### config.mk
export PLATFORM = sky130hd
export DESIGN_NAME = word_unpacker
export DESIGN_NICKNAME = d
export VERILOG_FILES = /design/src/rtl/word_unpacker.sv
export SDC_FILE = /design/constraint.sdc
export NUM_CORES = 1
export LEC_CHECK = 0
export ABC_AREA = 0
export BUFFER_PORTS_ARGS = -buffer_cell sky130_fd_sc_hd__buf_2
export CELL_PAD_IN_SITES_DETAIL_PLACEMENT = 1
export CELL_PAD_IN_SITES_GLOBAL_PLACEMENT = 1
export CORE_ASPECT_RATIO = 0.5
export CORE_MARGIN = 2
export CORE_UTILIZATION = 30
export DETAILED_ROUTE_END_ITERATION = 7
export PLACE_DENSITY_LB_ADDON = 0.1
export SLEW_MARGIN = 20
export SYNTH_ARGS = -nofsm -noshare
export SYNTH_HDL_FRONTEND = slang
export SYNTH_SLANG_ARGS = --single-unit
### constraint.sdc
create_clock -name CLK -period 3.65 [get_ports CLK]
set_input_delay 0.73 -clock CLK [delete_from_list [all_inputs] [get_ports CLK]]
set_output_delay 0.73 -clock CLK [all_outputs]
set_load 0.005 [all_outputs]
### src/rtl/word_unpacker.sv
// word_unpacker: takes 32-bit words from the byte-to-word queue and re-emits
// them as four bytes per word. A one-word prefetch register lets the next
// word be fetched while the current one drains, so bytes stream without gaps.
module word_unpacker #(
  parameter int WORD_W    = 32,
  parameter int BYTE_W    = 8,
  parameter int LSB_FIRST = 1,
  parameter int CNT_W     = 16
) (
  input  logic              CLK,
  input  logic              RST,
  input  logic [WORD_W-1:0] Data_Q,
  input  logic              Q_VALID,
  output logic              Q_READY,
  output logic [BYTE_W-1:0] BYTE_OUT,
  output logic              B_VALID,
  input  logic              B_READY,
  output logic              BUSY,
  output logic [CNT_W-1:0]  WORD_CNT
);

  typedef enum logic {IDLE, SEND} state_t;

  state_t            state, state_nx;
  logic [WORD_W-1:0] sr, sr_nx;
  logic [WORD_W-1:0] pf, pf_nx;
  logic              pf_full, pf_full_nx;
  logic [1:0]        idx, idx_nx;
  logic [CNT_W-1:0]  cnt, cnt_nx;
  logic              q_ready;
  logic              accept;
  logic              xfer;

  // Pick byte lane i of a word; with LSB_FIRST=0 the lane order is reversed
  // (~i equals 3-i for a 2-bit index).
  function automatic logic [BYTE_W-1:0] lane_sel(input logic [WORD_W-1:0] w,
                                                 input logic [1:0]        i);
    logic [1:0]        lane;
    logic [BYTE_W-1:0] b;
    lane = (LSB_FIRST != 0) ? i : ~i;
    case (lane)
      2'd0:    b = w[BYTE_W-1:0];
      2'd1:    b = w[2*BYTE_W-1:BYTE_W];
      2'd2:    b = w[3*BYTE_W-1:2*BYTE_W];
      default: b = w[4*BYTE_W-1:3*BYTE_W];
    endcase
    return b;
  endfunction

  // Handshake events; Q_READY is registered, so accept never depends on the
  // sink side combinationally.
  always_comb begin
    accept = Q_VALID && q_ready;
    xfer   = (state == SEND) && B_READY;
  end

  // Next-state logic: byte lane advance, word reload from PF or the queue,
  // and prefetch capture of words that arrive while a word is in flight.
  always_comb begin
    state_nx   = state;
    sr_nx      = sr;
    pf_nx      = pf;
    pf_full_nx = pf_full;
    idx_nx     = idx;
    cnt_nx     = cnt;
    case (state)
      IDLE: begin
        if (accept) begin
          sr_nx    = Data_Q;
          idx_nx   = 2'd0;
          state_nx = SEND;
        end
      end
      default: begin
        if (xfer && (idx == 2'd3)) begin
          cnt_nx = cnt + CNT_W'(1);
          if (pf_full) begin
            // Prefetched word takes priority; a same-edge accept refills PF.
            sr_nx  = pf;
            idx_nx = 2'd0;
            if (accept) begin
              pf_nx      = Data_Q;
              pf_full_nx = 1'b1;
            end else begin
              pf_full_nx = 1'b0;
            end
          end else if (accept) begin
            sr_nx  = Data_Q;
            idx_nx = 2'd0;
          end else begin
            state_nx = IDLE;
          end
        end else begin
          if (xfer) begin
            idx_nx = idx + 2'd1;
          end
          if (accept) begin
            pf_nx      = Data_Q;
            pf_full_nx = 1'b1;
          end
        end
      end
    endcase
  end

  // State and storage registers; reset discards any word in flight.
  always_ff @(posedge CLK or negedge RST) begin
    if (!RST) begin
      state   <= IDLE;
      sr      <= '0;
      pf      <= '0;
      pf_full <= 1'b0;
      idx     <= 2'd0;
      cnt     <= '0;
      q_ready <= 1'b0;
    end else begin
      state   <= state_nx;
      sr      <= sr_nx;
      pf      <= pf_nx;
      pf_full <= pf_full_nx;
      idx     <= idx_nx;
      cnt     <= cnt_nx;
      q_ready <= !pf_full_nx;
    end
  end

  // Output decode; BYTE_OUT is forced to zero whenever no byte is offered.
  always_comb begin
    B_VALID  = (state == SEND);
    BYTE_OUT = B_VALID ? lane_sel(sr, idx) : '0;
    BUSY     = B_VALID || pf_full;
    Q_READY  = q_ready;
    WORD_CNT = cnt;
  end

endmodule

### Word level (Yosys, flattened, before mapping)

Cells that the tools add are included.

| word-level totals | value |
|---|---|
| bits in registers | 85 |
| input bits | 36 |
| output and inout bits | 27 |
| logic and storage cells | 45 |

| operators by class | value |
|---|---|
| add/subtract/negate cells | 2 |
| equal/unequal tests | 6 |
| muxes and demuxes | 22 |
| reduce and logical (&&, ||, !) cells | 8 |

Operators by type and width:

| kind | number |
|---|---|
| $mux W32 | 7 |
| $pmux W8 S3 | 1 |
| $add A16 B1 Y16 const B | 1 |
| $mux W2 | 5 |
| $mux W1 | 8 |
| $mux W8 | 1 |
| $eq A2 B2 Y1 const B | 2 |
| $reduce_and A2 Y1 | 2 |
| $logic_and A1 B1 Y1 | 3 |
| $ne A3 B1 Y1 const B | 1 |
| $add A2 B1 Y2 const B | 1 |
| $eq A2 B1 Y1 const B | 1 |
| $logic_not A2 Y1 | 1 |
| $ne A2 B1 Y1 const B | 1 |
| $ne A2 B2 Y1 const B | 1 |
| $logic_not A1 Y1 | 1 |
| $logic_or A1 B1 Y1 | 1 |

### Longest topological paths before layout

| logic depth | value |
|---|---|
| depth in word-level cells | 6 |
| gate-level depth with buffers | 8 |

### Least setup slack after synthesis

Ideal clock, no wire load.

| timing | value |
|---|---|
| path kind | register to output |
| from | reg idx[0] |
| to | out BYTE_OUT[0] |
| arrival | 1,359 ps |
| setup slack | 1,561 ps |
| stages on the path, launching flop included | 7 |
| buffers on the path | 1 |
| path through | dfrtp_1 inv_1 ha_1 clkbuf_1 a222oi_1 o21ai_0 and2_1 |

| between the ends | value |
|---|---|
| word-level cells in the longest chain between the ends | 3 |
| elaborated cells between the ends (all ways) | 5 |

RTL lines:

| what | line | source |
|---|---|---|
| from (decl) | 28 | `logic [1:0] idx, idx_nx;` |
| from (signal assigned) | 121 | `idx <= idx_nx;` |
| $eq A2 B2 Y1, or another cell as far along | 41 | `case (lane)` |
| $pmux W8 S3 (*) | 41 |  |
| $mux W8 (*) | 130 | `BYTE_OUT = B_VALID ? lane_sel(sr, idx) : '0;` |
| to (decl) | 15 | `output logic [BYTE_W-1:0] BYTE_OUT,` |

Every way passes the cells marked *; elsewhere a longest branch is shown, timed or not.

### Worst setup path in the final report

| timing | value |
|---|---|
| from | reg idx[0] |
| to | out BYTE_OUT[1] |

Same word-level chain as after synthesis.

==> impl_metrics.py <==
metrics = {
    "logic_synthesis": {
        "ys_seq_elements": 85,
        "yosysWarnings": 0,
        "netlist_area_sq_mm": 0.003904,
        "syn-num-nets": 383,
        "netlist_instances": 341,
        "yosysSeqAreaShare_pct": 54.49,
        "postSynthAreaPerCell_sq_um": 11.45,
        "synth_cell_types": 36,
    },
    "cts": {
        "clock-sinks": 85,
        "ctsHoldBuffers": 0,
        "clk_pin_slew_ps": 60,
        "worstSkewPairLatency_ps": 340,
        "clock-root-buffer": "clkbuf_16",
        "post-cts-setup-buffers": 0,
        "cts_resized": 0,
        "htree_levels": 3,
        "cts_buffers": 9,
        "clock_path_buffers": 2,
        "cts_tree": "built",
    },
    "global_routing": {
        "antenna_found_initial": 0,
        "overflow": 0,
        "grt_start_max_net_pins": 64,
        "grt_pass1_wl_mm": 16.73,
        "grt_usage_pct": 15.75,
        "grt_pass1_vias": 3108,
    },
    "route": {
        "via_per_inst": 4.983,
        "vias": 2855,
        "detail_route.iter0.violations": 155,
        "remaining_drc_errors": 0,
        "final_antenna_net_count": 0,
        "wl_per_cell_um": 17.61,
        "firstDrtPassIters": 4,
        "route.final.wire_length_mm": 10.09,
    },
    "die": {
        "io_pins": 63,
        "die_w_um": 165.3,
        "die-area_sq_mm": 0.01400,
        "fp-row-count": 29,
        "core_area_sq_mm": 0.01270,
        "die_h_um": 84.66,
        "start_util_pct": 30.74,
    },
    "finish": {
        "drive_above_1_share_pct": 31.76,
        "area.growth.synth_to_final_pct": 19.04,
        "nets": 440,
        "nFillCells": 1416,
        "diodes": 0,
    },
    "critical_path": {
        "worstSetupStartpointType": "flop",
        "cp_max_fo": 8,
        "crit_required_ps": 2920,
        "crit_chain": "inv_1 -> ha_1 -> a222oi_1 -> o21ai_0 -> and2_1 -> buf_2",
        "arrival_ps": 2030,
        "critical_path_class": "reg -> out",
        "critPathSlowestCell": "dfrtp_1",
        "end_kind": "output port",
        "cpPeakStageDelay_ps": 420,
        "crit_family": "compound AO/OA/AOI/OAI gates",
        "worst-path-buf-inv": 2,
        "reg2reg_setup_slack_ps": 1180,
        "worst-r2r-cell-count": 5,
        "timing.rr.start": "idx[1]",
        "r2r-end": "pf[10]",
    },
    "timing": {
        "fin_crit_ps": 2762,
        "worst_slew_margin_rel_pct": 42.17,
        "setup-violations-final": 0,
        "max_freq_mhz": 362.1,
        "fin_tns_setup_ps": 0,
        "finalClockSkew_ps": 5.369,
        "rsz0062_at_grt": "false",
        "final_max_slew_viol_count": 0,
        "hold_viol": 0,
        "holdWs_ps": 459.9,
        "period_share_pct": 75.66,
        "worst-slew-pin-transition_ps": 867.4,
    },
    "placed_design": {
        "gp_congestion": 0.7357,
        "io_buffers": 62,
        "place_hpwl_mm": 7.175,
    },
    "flow_run": {
        "cap_viol_max_count": 0,
    },
    "power": {
        "irDropWorstVdd_mv": 0.2597,
        "cellLeakagePower_uw": 0.002044,
        "p_per_area_mw_per_mm2": 885.0,
    },
    "worst_hold_path": {
        "hp-class": "in -> async",
    },
    "status": {
        "status": "completed",
    },
}
-- metrics by stage --
step           power [uW]  setup slack, ps  instances  area, sq um  util, %
2_1_floorplan        2649             1561        341         3904        -
3_3_place_gp         3106             1154        557         4332    34.11
3_5_place_dp         3165             1092        557         4332    34.11
4_1_cts              4179            874.8        573         4647    36.59
5_1_grt              4439            720.5        573         4647    36.59
6_report             4112            888.3        573         4647    36.59
-- how the worst max path moves through the flow --
stage / start / depth (start not counted) / to
finish: idx[0] / 6 / BYTE_OUT[1]
global route: idx[0] / 6 / BYTE_OUT[3]
CTS: idx[0] / 6 / BYTE_OUT[1]
detailed placement: B_READY / 5 / pf[20]
global placement: B_READY / 5 / pf[9]
floorplan: idx[0] / 6 / BYTE_OUT[0]
-- sequential cells by signal, summed over array words and instances, names as in the netlist, named ones only --
name      flops
idx           2
Q_READY       1
WORD_CNT     16
pf           32
sr           32
B_VALID       1
-- cell usage after synthesis, drive strengths merged --
| cell type | n | share of area, % |
|---|---|---|
| mux2 | 33 | 9.5 |
| nor4 | 2 | 0.87 |
| a222oi | 8 | 2.1 |
| a31o | 1 | 0.22 |
| and2 | 8 | 1.3 |
| nand3 | 9 | 1.6 |
| or2 | 2 | 0.32 |
| buf | 13 | 3.0 |
| a32o | 1 | 0.26 |
| inv | 5 | 0.48 |
| a21oi | 32 | 4.1 |
| and4 | 1 | 0.22 |
| nand2 | 19 | 1.9 |
| xor2 | 3 | 0.67 |
| nor2 | 35 | 3.4 |
| xnor2 | 12 | 2.7 |
| a2bb2oi | 1 | 0.22 |
| a21boi | 1 | 0.48 |
| a31oi | 2 | 0.32 |
| nand4 | 5 | 1.3 |
| a21bo | 1 | 0.26 |
| clkbuf | 11 | 1.1 |
| o22ai | 33 | 5.3 |
| o2111ai | 1 | 0.67 |
| ha | 6 | 1.9 |
| dfrtp | 85 | 54 |
| o21ai | 11 | 1.4 |
-- final cells by class --
cell class / count / area (sq um) / share of cell area [%]
Timing Repair Buffer: 70 / 372.9 / 8.024
Inverter: 5 / 18.77 / 0.4039
Sequential cell: 85 / 2127 / 45.77
Multi-Input combinational cell: 227 / 1600 / 34.44
Tap cell: 170 / 212.7 / 4.577
Clock buffer: 10 / 229.0 / 4.927
Clock inverter: 6 / 86.33 / 1.858
-- cell families after synthesis --
logic type               Yosys count  synth area share, %
AO/OA/AOI/OAI                     92                15.29
flip-flops                        85                54.49
AND/OR/NAND/NOR                   81                10.90
multiplexers                      33                9.519
buffers and inverters             29                4.519
XOR/XNOR                          15                3.365
adder cells (fa/ha/maj)            6                1.923
-- report_power, final --
part | leakage (uW) | internal (uW) | total (uW) | switching (uW)
sequential | 0.00101 | 1350 | 1650 | 300
combinational | 0.000883 | 710 | 1480 | 768
clock | 0.000153 | 600 | 985 | 385
-- worst register-to-register path, delay by kind of cell, from the launching register on --
kind	cells	cell delay [ps]
fa+ha+maj	1	450
mux	1	390
simple gates	1	160
buf+inv	1	400
compound gates	1	530
flops	1	440
-- layer usage --
metal / part of all wire (%) / vias to the layer above / global-route usage, %
met2: 45 / 47 / 24.92
met5: 0 / - / 0
met4: 0.89 / 0 / 3.527
li1: - / 1358 / -
met3: 4.0 / 8 / 4.694
met1: 50 / 1442 / 21.42
-- placed cells by master, fill, tap and decap left out, drive strengths merged, types with 8 or more instances in the layout --
cell,count
a222oi,8
clkbuf,10
o22ai,33
and2,8
a21oi,32
nor2,35
o21ai,11
nand3,9
xnor2,12
buf,70
dfrtp,85
nand2,19
mux2,33
(Power assumes the default switching activity.)
